<file path="src/rtl/inst_fetch.sv">
// inst_fetch: ARK fetch unit - PC drives InstAddress, one-entry Inst/InstPC/InstValid stage to decode, branch redirect, halt drain with Halted
module inst_fetch #(
  parameter int ADDR_W   = 8,
  parameter int INST_W   = 10,
  parameter int RESET_PC = 0
) (
  input  logic              Clk,
  input  logic              Reset_n,
  input  logic              Start,
  output logic [ADDR_W-1:0] InstAddress,
  input  logic [INST_W-1:0] InstIn,
  input  logic              BranchTaken,
  input  logic [ADDR_W-1:0] BranchTarget,
  output logic [INST_W-1:0] Inst,
  output logic [ADDR_W-1:0] InstPC,
  output logic              InstValid,
  input  logic              InstReady,
  output logic              Halted
);
  typedef enum logic [1:0] {IDLE, FETCH, HALT} state_t;
  localparam logic [ADDR_W-1:0] RST_PC = ADDR_W'(RESET_PC);
  state_t              state_q, state_d;
  logic [ADDR_W-1:0]   pc_q, pc_d, ipc_q, ipc_d;
  logic [INST_W-1:0]   inst_q, inst_d;
  logic                valid_q, valid_d;
  logic                free, halt_op;
  assign free    = !valid_q || InstReady;
  assign halt_op = &InstIn[INST_W-1:INST_W-4];
  always_comb begin
    state_d = state_q;
    pc_d    = pc_q;
    ipc_d   = ipc_q;
    inst_d  = inst_q;
    valid_d = valid_q;
    if (state_q == IDLE) begin
      state_d = Start ? FETCH : IDLE;
      pc_d    = Start ? RST_PC : pc_q;
    end else if (BranchTaken) begin
      state_d = FETCH;
      pc_d    = BranchTarget;
      valid_d = 1'b0;
    end else if (state_q == FETCH) begin
      if (free) begin
        inst_d  = InstIn;
        ipc_d   = pc_q;
        valid_d = 1'b1;
        state_d = halt_op ? HALT : FETCH;
        pc_d    = halt_op ? pc_q : pc_q + 1'b1;
      end
    end else begin
      valid_d = valid_q && !InstReady;
    end
  end
  always_ff @(posedge Clk or negedge Reset_n) begin
    if (!Reset_n) begin
      state_q <= IDLE;
      pc_q    <= RST_PC;
      ipc_q   <= '0;
      inst_q  <= '0;
      valid_q <= 1'b0;
    end else begin
      state_q <= state_d;
      pc_q    <= pc_d;
      ipc_q   <= ipc_d;
      inst_q  <= inst_d;
      valid_q <= valid_d;
    end
  end
  assign InstAddress = pc_q;
  assign Inst        = inst_q;
  assign InstPC      = ipc_q;
  assign InstValid   = valid_q;
  assign Halted      = (state_q == HALT) && !valid_q;
endmodule

</file>
<file path="config.mk">
export PLATFORM = sky130hd
export DESIGN_NAME = inst_fetch
export DESIGN_NICKNAME = d
export VERILOG_FILES = /design/src/rtl/inst_fetch.sv
export SDC_FILE = /design/constraint.sdc
export NUM_CORES = 1
export LEC_CHECK = 0
export ABC_AREA = 1
export CAP_MARGIN = 20
export CORE_ASPECT_RATIO = 0.6
export CORE_MARGIN = 4
export CORE_UTILIZATION = 45
export CTS_CLUSTER_SIZE = 16
export DETAILED_ROUTE_END_ITERATION = 16
export MAX_ROUTING_LAYER = met4
export PLACE_DENSITY = 0.83
export SLEW_MARGIN = 20
export SYNTH_ARGS = -nofsm -noshare
export SYNTH_HDL_FRONTEND = slang
export SYNTH_SLANG_ARGS = --single-unit
</file>
<file path="constraint.sdc">
create_clock -name Clk -period 3.1 [get_ports Clk]
set_input_delay 0.775 -clock Clk [delete_from_list [all_inputs] [get_ports Clk]]
set_output_delay 0.775 -clock Clk [all_outputs]
set_load 0.005 [all_outputs]
</file>
==> results of run 1 <==
## registers in the layout (all words and copies together), names as in the netlist
name / count
Inst: 10
InstAddress: 8
InstPC: 8
state_q: 2
InstValid: 1
## cells in the mapped netlist
| cell type | count | area, um2 |
|---|---|---|
| buf_2 | 3 | 15.0 |
| nand2_1 | 55 | 206 |
| nor2_2 | 2 | 12.5 |
| nand3_4 | 2 | 35.0 |
| nand4_1 | 1 | 6.26 |
| nand3_1 | 8 | 40.0 |
| nand3b_4 | 1 | 20.0 |
| xor2_1 | 1 | 8.76 |
| nor3_1 | 1 | 5.00 |
| o21ai_0 | 5 | 25.0 |
| dfrtp_1 | 29 | 726 |
| o21ai_2 | 1 | 8.76 |
| nand2_4 | 2 | 22.5 |
| nor2_4 | 3 | 33.8 |
| a21oi_1 | 3 | 15.0 |
| nor2_1 | 13 | 48.8 |
| nand2_2 | 1 | 6.26 |
| inv_1 | 20 | 75.1 |
| o22ai_1 | 1 | 6.26 |
| o21ai_1 | 22 | 110 |
| buf_4 | 2 | 15.0 |
| inv_2 | 4 | 15.0 |
| ha_1 | 1 | 12.5 |
## metrics by stage
step | total power, uW | hold WS, ns | utilization | setup WS [ns] | instance area [um2]
floorplan | 1100 | 0.479 | - | 1.60 | 1470
global placement | 1540 | 0.474 | 0.666 | 0.827 | 2000
detailed placement | 1560 | 0.478 | 0.666 | 0.777 | 2000
CTS | 1870 | 0.495 | 0.695 | 0.814 | 2090
global route | 2010 | 0.527 | 0.695 | 0.740 | 2090
finish | 1850 | 0.491 | 0.695 | 0.821 | 2090
## metal layers
| layer | vias up | wire length, um | track usage |
|---|---|---|---|
| li1 | 682 | - | - |
| met4 | 0 | 15 | 0.0331 |
| met1 | 585 | 1810 | 0.265 |
| met5 | - | 0 | - |
| met3 | 2 | 262 | 0.0704 |
| met2 | 44 | 1350 | 0.243 |
## how the worst max path moves through the flow
stage	from	to	slack (ns)	depth (start not counted)
global route	state_q[1]$_DFFE_PN0P_	Halted	0.74	3
finish	state_q[1]$_DFFE_PN0P_	Halted	0.82	3
CTS	state_q[1]$_DFFE_PN0P_	Halted	0.81	3
detailed placement	BranchTaken	InstPC[4]$_DFFE_PN0P_	0.78	5
floorplan	InstIn[6]	InstAddress[1]$_DFFE_PN0P_	1.60	7
global placement	BranchTaken	InstPC[6]$_DFFE_PN0P_	0.83	5
## power breakdown
part	internal (uW)	total [uW]	switching [uW]
Clock	154	304	149
Sequential	550	713	163
Combinational	460	837	377
## layout make-up
type | count | area share
inverter | 24 | 0.0432
clock inverter | 3 | 0.00840
timing repair buffer | 51 | 0.244
multi-input combinational | 123 | 0.299
clock buffer | 5 | 0.0330
tap | 42 | 0.0252
sequential | 29 | 0.348
## cell families after synthesis
logic type | after synthesis | synth area share
AOI/OAI and AO/OA | 32 | 0.112
and+or+nand+nor | 89 | 0.297
adders and majority gates | 1 | 0.00852
buffers and inverters | 29 | 0.0818
xor gates and xnor gates | 1 | 0.00596
DFF | 29 | 0.494
## critical path: cells and delay by family, from the launching register on
kind	cells	cell delay, ns
flip-flops	1	0.47
buffers and inverters	2	0.62
AND/OR/NAND/NOR	1	0.14
==> reports/qor.yml, run 1 <==
status:
  status: "finished, final reports clean"
critical_path:
  end_kind: "primary output"
  ff2ff_path_depth: 6
  crit_type: "flip-flop to primary output"
  cp_max_fo: 4
  crit_chain: "inv_1, nor3_1, clkdlybuf4s50_1"
  required_ns: 2.32
  cp_slowest_stage_delay_ns: 0.53
  r2r_end: "InstAddress[6]$_DFFE_PN0P_"
  cp_slowest_cell: "clkdlybuf4s50_1"
  start_kind: "flip-flop"
  rr_startpoint: "InstAddress[0]$_DFFE_PN0P_"
  arrival_ns: 1.50
  r2r_setup_slack_ns: 1.78
global_route:
  track_usage: 0.183
  grt_pass1_vias: 1220
  grt_pass1_wl_um: 5680
  grt_overflow_total: 0
  grt_max_degree: 37
  antenna_found_initial: 0
pwr:
  peakVddDrop_uv: 464
  p_leak_uw: 0.000990
  pwr_density_cell_nw_per_um2: 889
sta:
  hold_viol_final: 0
  period_share: 0.735
  slew_violations: 0
  max_freq_mhz: 439
  setup_viol: 0
  fin_setup_tns_ns: 0
  finClkSkew_ns: 0.00362
  tightestPinTransition_ns: 0.367
  period_needed_ns: 2.28
  rsz0062_at_grt: "false"
  max-slew-margin-rel: 0.755
place:
  dp_cells: 269
  place_congestion: 0.871
  hpwlAfterDp_um: 2650
  port_buffers: 50
clock_network:
  cts_setup_buffers: 0
  clock-root-buffer: "clkbuf_8"
  clk_latency_ns: 0.28
  path_clk_slew_ns: 0.07
  cts_tree: "done"
  cts_buffers: 5
  cts_htree_levels: 2
  cts_num_sinks: 29
  clockBufferDepth: 2
  cts_resized: 0
  hold_buffers: 0
synthesis:
  netlist_area_um2: 1470
  synth_nets: 205
  synthCells: 181
  ys_ff_latch: 29
  avgSynthCellArea_um2: 8.12
  ys_seq_area_frac: 0.494
  yosysWarningCount: 0
  synthDistinctLibCells: 23
floorplanning:
  die_w_um: 81.8
  core_um2: 3000
  die_h_um: 52.3
  die-area_um2: 4270
  io_pins: 51
  initial_core_util: 0.489
  fp-row-count: 15
layout:
  layout_commonest_cell: "nand2_1"
  antenna_cells: 0
  n_fill_cell: 252
  multiInputGateArea_um2: 623
  layout_common_cells: "55 x nand2_1, 50 x clkdlybuf4s50_1, 29 x dfrtp_1"
  area_growth_syn_to_layout_pct: 42.0
  nNetsFinal: 258
  seq_area_um2: 726
  instances_no_fill: 277
  drive_above_1_share: 0.106
routing:
  wl_um: 3430
  wl_per_cell_um: 12.4
  drtAntennaViolNets: 0
  drcViolationCount: 0
  num_vias: 1313
  firstDrtPassIters: 4
  first_iter_violations: 61
  via_per_inst: 4.74
min_path:
  hold_depth: 2
  hold_class: "flip-flop to flip-flop"
  holdPathEnd: "Inst[4]$_DFFE_PN0P_"
  worstHoldStart: "Inst[4]$_DFFE_PN0P_"
run:
  cap_violations: 0
No activity file was read; power rests on OpenSTA's default activity.
==> run 2, diff against run 1 <==
clock period = 2.4 ns   (was 3.1 ns; I/O delays follow)
==> run 2 against run 1 <==
  * Wire length is 2.6% higher
  * Largest cell class unchanged
  * Critical endpoint unchanged
  * Cell count stayed put
  * Clock skew about the same
==> reports/qor.yml, run 2 (synthesis gave the netlist of run 1 again) <==
place:
  hpwlAfterDp_um: 2670  # +0.96%
  place_congestion: 0.830  # -4.7%
  pre_cts_ws_ns: 0.424  # -0.353 ns
  port_buffers: 50  # unchanged
routing:
  wl_met3_um: 284  # +8.4%
  num_vias: 1320  # +0.53%
  wl_met1_um: 1740  # -3.8%
  firstDrtPassIters: 4  # unchanged
  top_layer: "met4"
  wl_per_cell_um: 12.7  # +2.6%
  wl_met2_um: 1460  # +8.5%
  first_iter_violations: 41  # -33%
  drcViolationCount: 0  # unchanged
  wl_um: 3520  # +2.6%
  drtAntennaViolNets: 0  # unchanged
  via_per_inst: 4.77  # +0.53%
layout:
  n_fill_cell: 256  # +1.6%
  largest_register_ff_count: 10  # unchanged
  drive_above_1_share: 0.102  # -0.00426
  layout_commonest_cell: "nand2_1"
  antenna_cells: 0  # unchanged
  area_growth_syn_to_layout_pct: 42.5
  nNetsFinal: 259  # +0.39%
  layout_common_cells: "55 x nand2_1, 50 x clkdlybuf4s50_1, 29 x dfrtp_1"
clock_network:
  cts_resized: 0  # unchanged
  clk_latency_ns: 0.28  # about the same
  clock-root-buffer: "clkbuf_8"
  cts_num_sinks: 29  # unchanged
  cts_htree_levels: 2  # unchanged
  path_clk_slew_ns: 0.06  # about the same
  cts_setup_buffers: 0  # unchanged
  clockBufferDepth: 2  # unchanged
  cts_tree: "done"
  hold_buffers: 0  # unchanged
  cts_buffers: 5  # unchanged
sta:
  slew_violations: 0  # unchanged
  fin_setup_tns_ns: 0  # unchanged
  hold_viol_final: 0  # unchanged
  tightestPinTransition_ns: 0.372  # +0.00463 ns
  period_share: 0.903
  period_needed_ns: 2.17
  max-slew-margin-rel: 0.752  # -0.00309
  rsz0062_at_grt: "false"
  fin_ws_ns: 0.233  # -0.588 ns
  finClkSkew_ns: 0.00360  # -0.0000119 ns
  setup_viol: 0  # unchanged
  max_freq_mhz: 461
min_path:
  holdPathEnd: "Inst[4]$_DFFE_PN0P_"
  hold_class: "flip-flop to flip-flop"
  hold_depth: 2  # unchanged
  worstHoldStart: "Inst[4]$_DFFE_PN0P_"
global_route:
  antenna_found_initial: 0  # unchanged
  grt_max_degree: 37  # unchanged
  grt_pass1_wl_um: 5840  # +2.8%
  grt_pass1_vias: 1255  # +2.9%
  grt_overflow_total: 0  # unchanged
  track_usage: 0.191  # +0.00804
critical_path:
  cp_max_fo: 4  # unchanged
  required_ns: 1.80  # -0.52 ns
  crit_type: "flip-flop to primary output"
  cp_slowest_cell: "clkdlybuf4s50_1"
  arrival_ns: 1.57  # +0.07 ns
  start_kind: "flip-flop"
  ff2ff_path_depth: 6  # unchanged
  crit_chain: "inv_1, nor3_1, clkdlybuf4s50_1"
  r2r_setup_slack_ns: 1.04  # -0.74 ns
  end_kind: "primary output"
  rr_startpoint: "InstAddress[0]$_DFFE_PN0P_"
  r2r_end: "InstAddress[6]$_DFFE_PN0P_"
  cp_slowest_stage_delay_ns: 0.54  # about the same
status:
  status: "finished, final reports clean"
floorplanning:
  die_w_um: 81.8  # unchanged
  die-area_um2: 4270  # unchanged
  die_h_um: 52.3  # unchanged
  core_um2: 3000  # unchanged
  initial_core_util: 0.489  # unchanged
  io_pins: 51  # unchanged
  fp-row-count: 15  # unchanged
pwr:
  peakVddDrop_uv: 635  # +37%
  p_leak_uw: 0.000995  # +0.53%
  pwr_density_cell_nw_per_um2: 1160  # +30%
run:
  cap_violations: 0  # unchanged
-- run 2: changes by cell type in the layout (fill, tap and decap cells not counted), sizes merged --
cell      previous run  this run
clkbuf               5         7
clkinv               2         0
clkinvlp             1         0
buf                  1         2
-- run 2: routing by layer --
metal | GRT usage | up-vias
met5 | - | -
met4 | 0.0580 | 0
met3 | 0.0636 | 3
met2 | 0.275 | 48
met1 | 0.256 | 591
li1 | - | 678
-- run 2: critical path, delay by kind of cell (launching register included) --
family                 cells  cell delay, ns
AND/OR/NAND/NOR            1            0.18
buffers and inverters      2            0.63
flip-flops                 1            0.48
-- run 2: layout make-up --
type	count	area (um2)	share of cell area
Inverter	24	90.1	0.0430
Multi-Input combinational cell	123	623	0.298
Clock buffer	7	86.3	0.0412
Sequential cell	29	726	0.347
Timing Repair Buffer	52	515	0.246
Tap cell	42	52.6	0.0251
-- run 2: where the power goes --
group	leakage, uW	switching, uW	internal [uW]
registers	0.000360	205	711
clock network	0.0000443	179	227
logic	0.000591	500	596
-- run 2: worst max-delay path by stage --
stage | from | endpoint | slack [ns] | cells after the start
finish | state_q[1]$_DFFE_PN0P_ | Halted | 0.23 | 3
global route | state_q[1]$_DFFE_PN0P_ | Halted | 0.14 | 3
CTS | state_q[1]$_DFFE_PN0P_ | Halted | 0.24 | 3
detailed placement | BranchTaken | InstPC[2]$_DFFE_PN0P_ | 0.42 | 5
global placement | BranchTaken | InstPC[5]$_DFFE_PN0P_ | 0.44 | 5
floorplan | InstIn[6] | InstAddress[1]$_DFFE_PN0P_ | 1.08 | 7
-- run 2: through the flow --
step,hold WS [ns],total power [uW],util,std cells,area (um2)
finish,0.487,2420,0.697,277,2090
global route,0.509,2610,0.697,277,2090
CTS,0.495,2440,0.697,277,2090
detailed placement,0.479,2020,0.668,270,2010
global placement,0.472,1980,0.668,270,2010
floorplan,0.304,1420,-,181,1470
==> run 3, diff against run 2 <==
CTS_CLUSTER_DIAMETER = 50   (was default)
==> results of run 3 <==
Same layout as run 2: the final DEF is identical, and so are final timing and power.
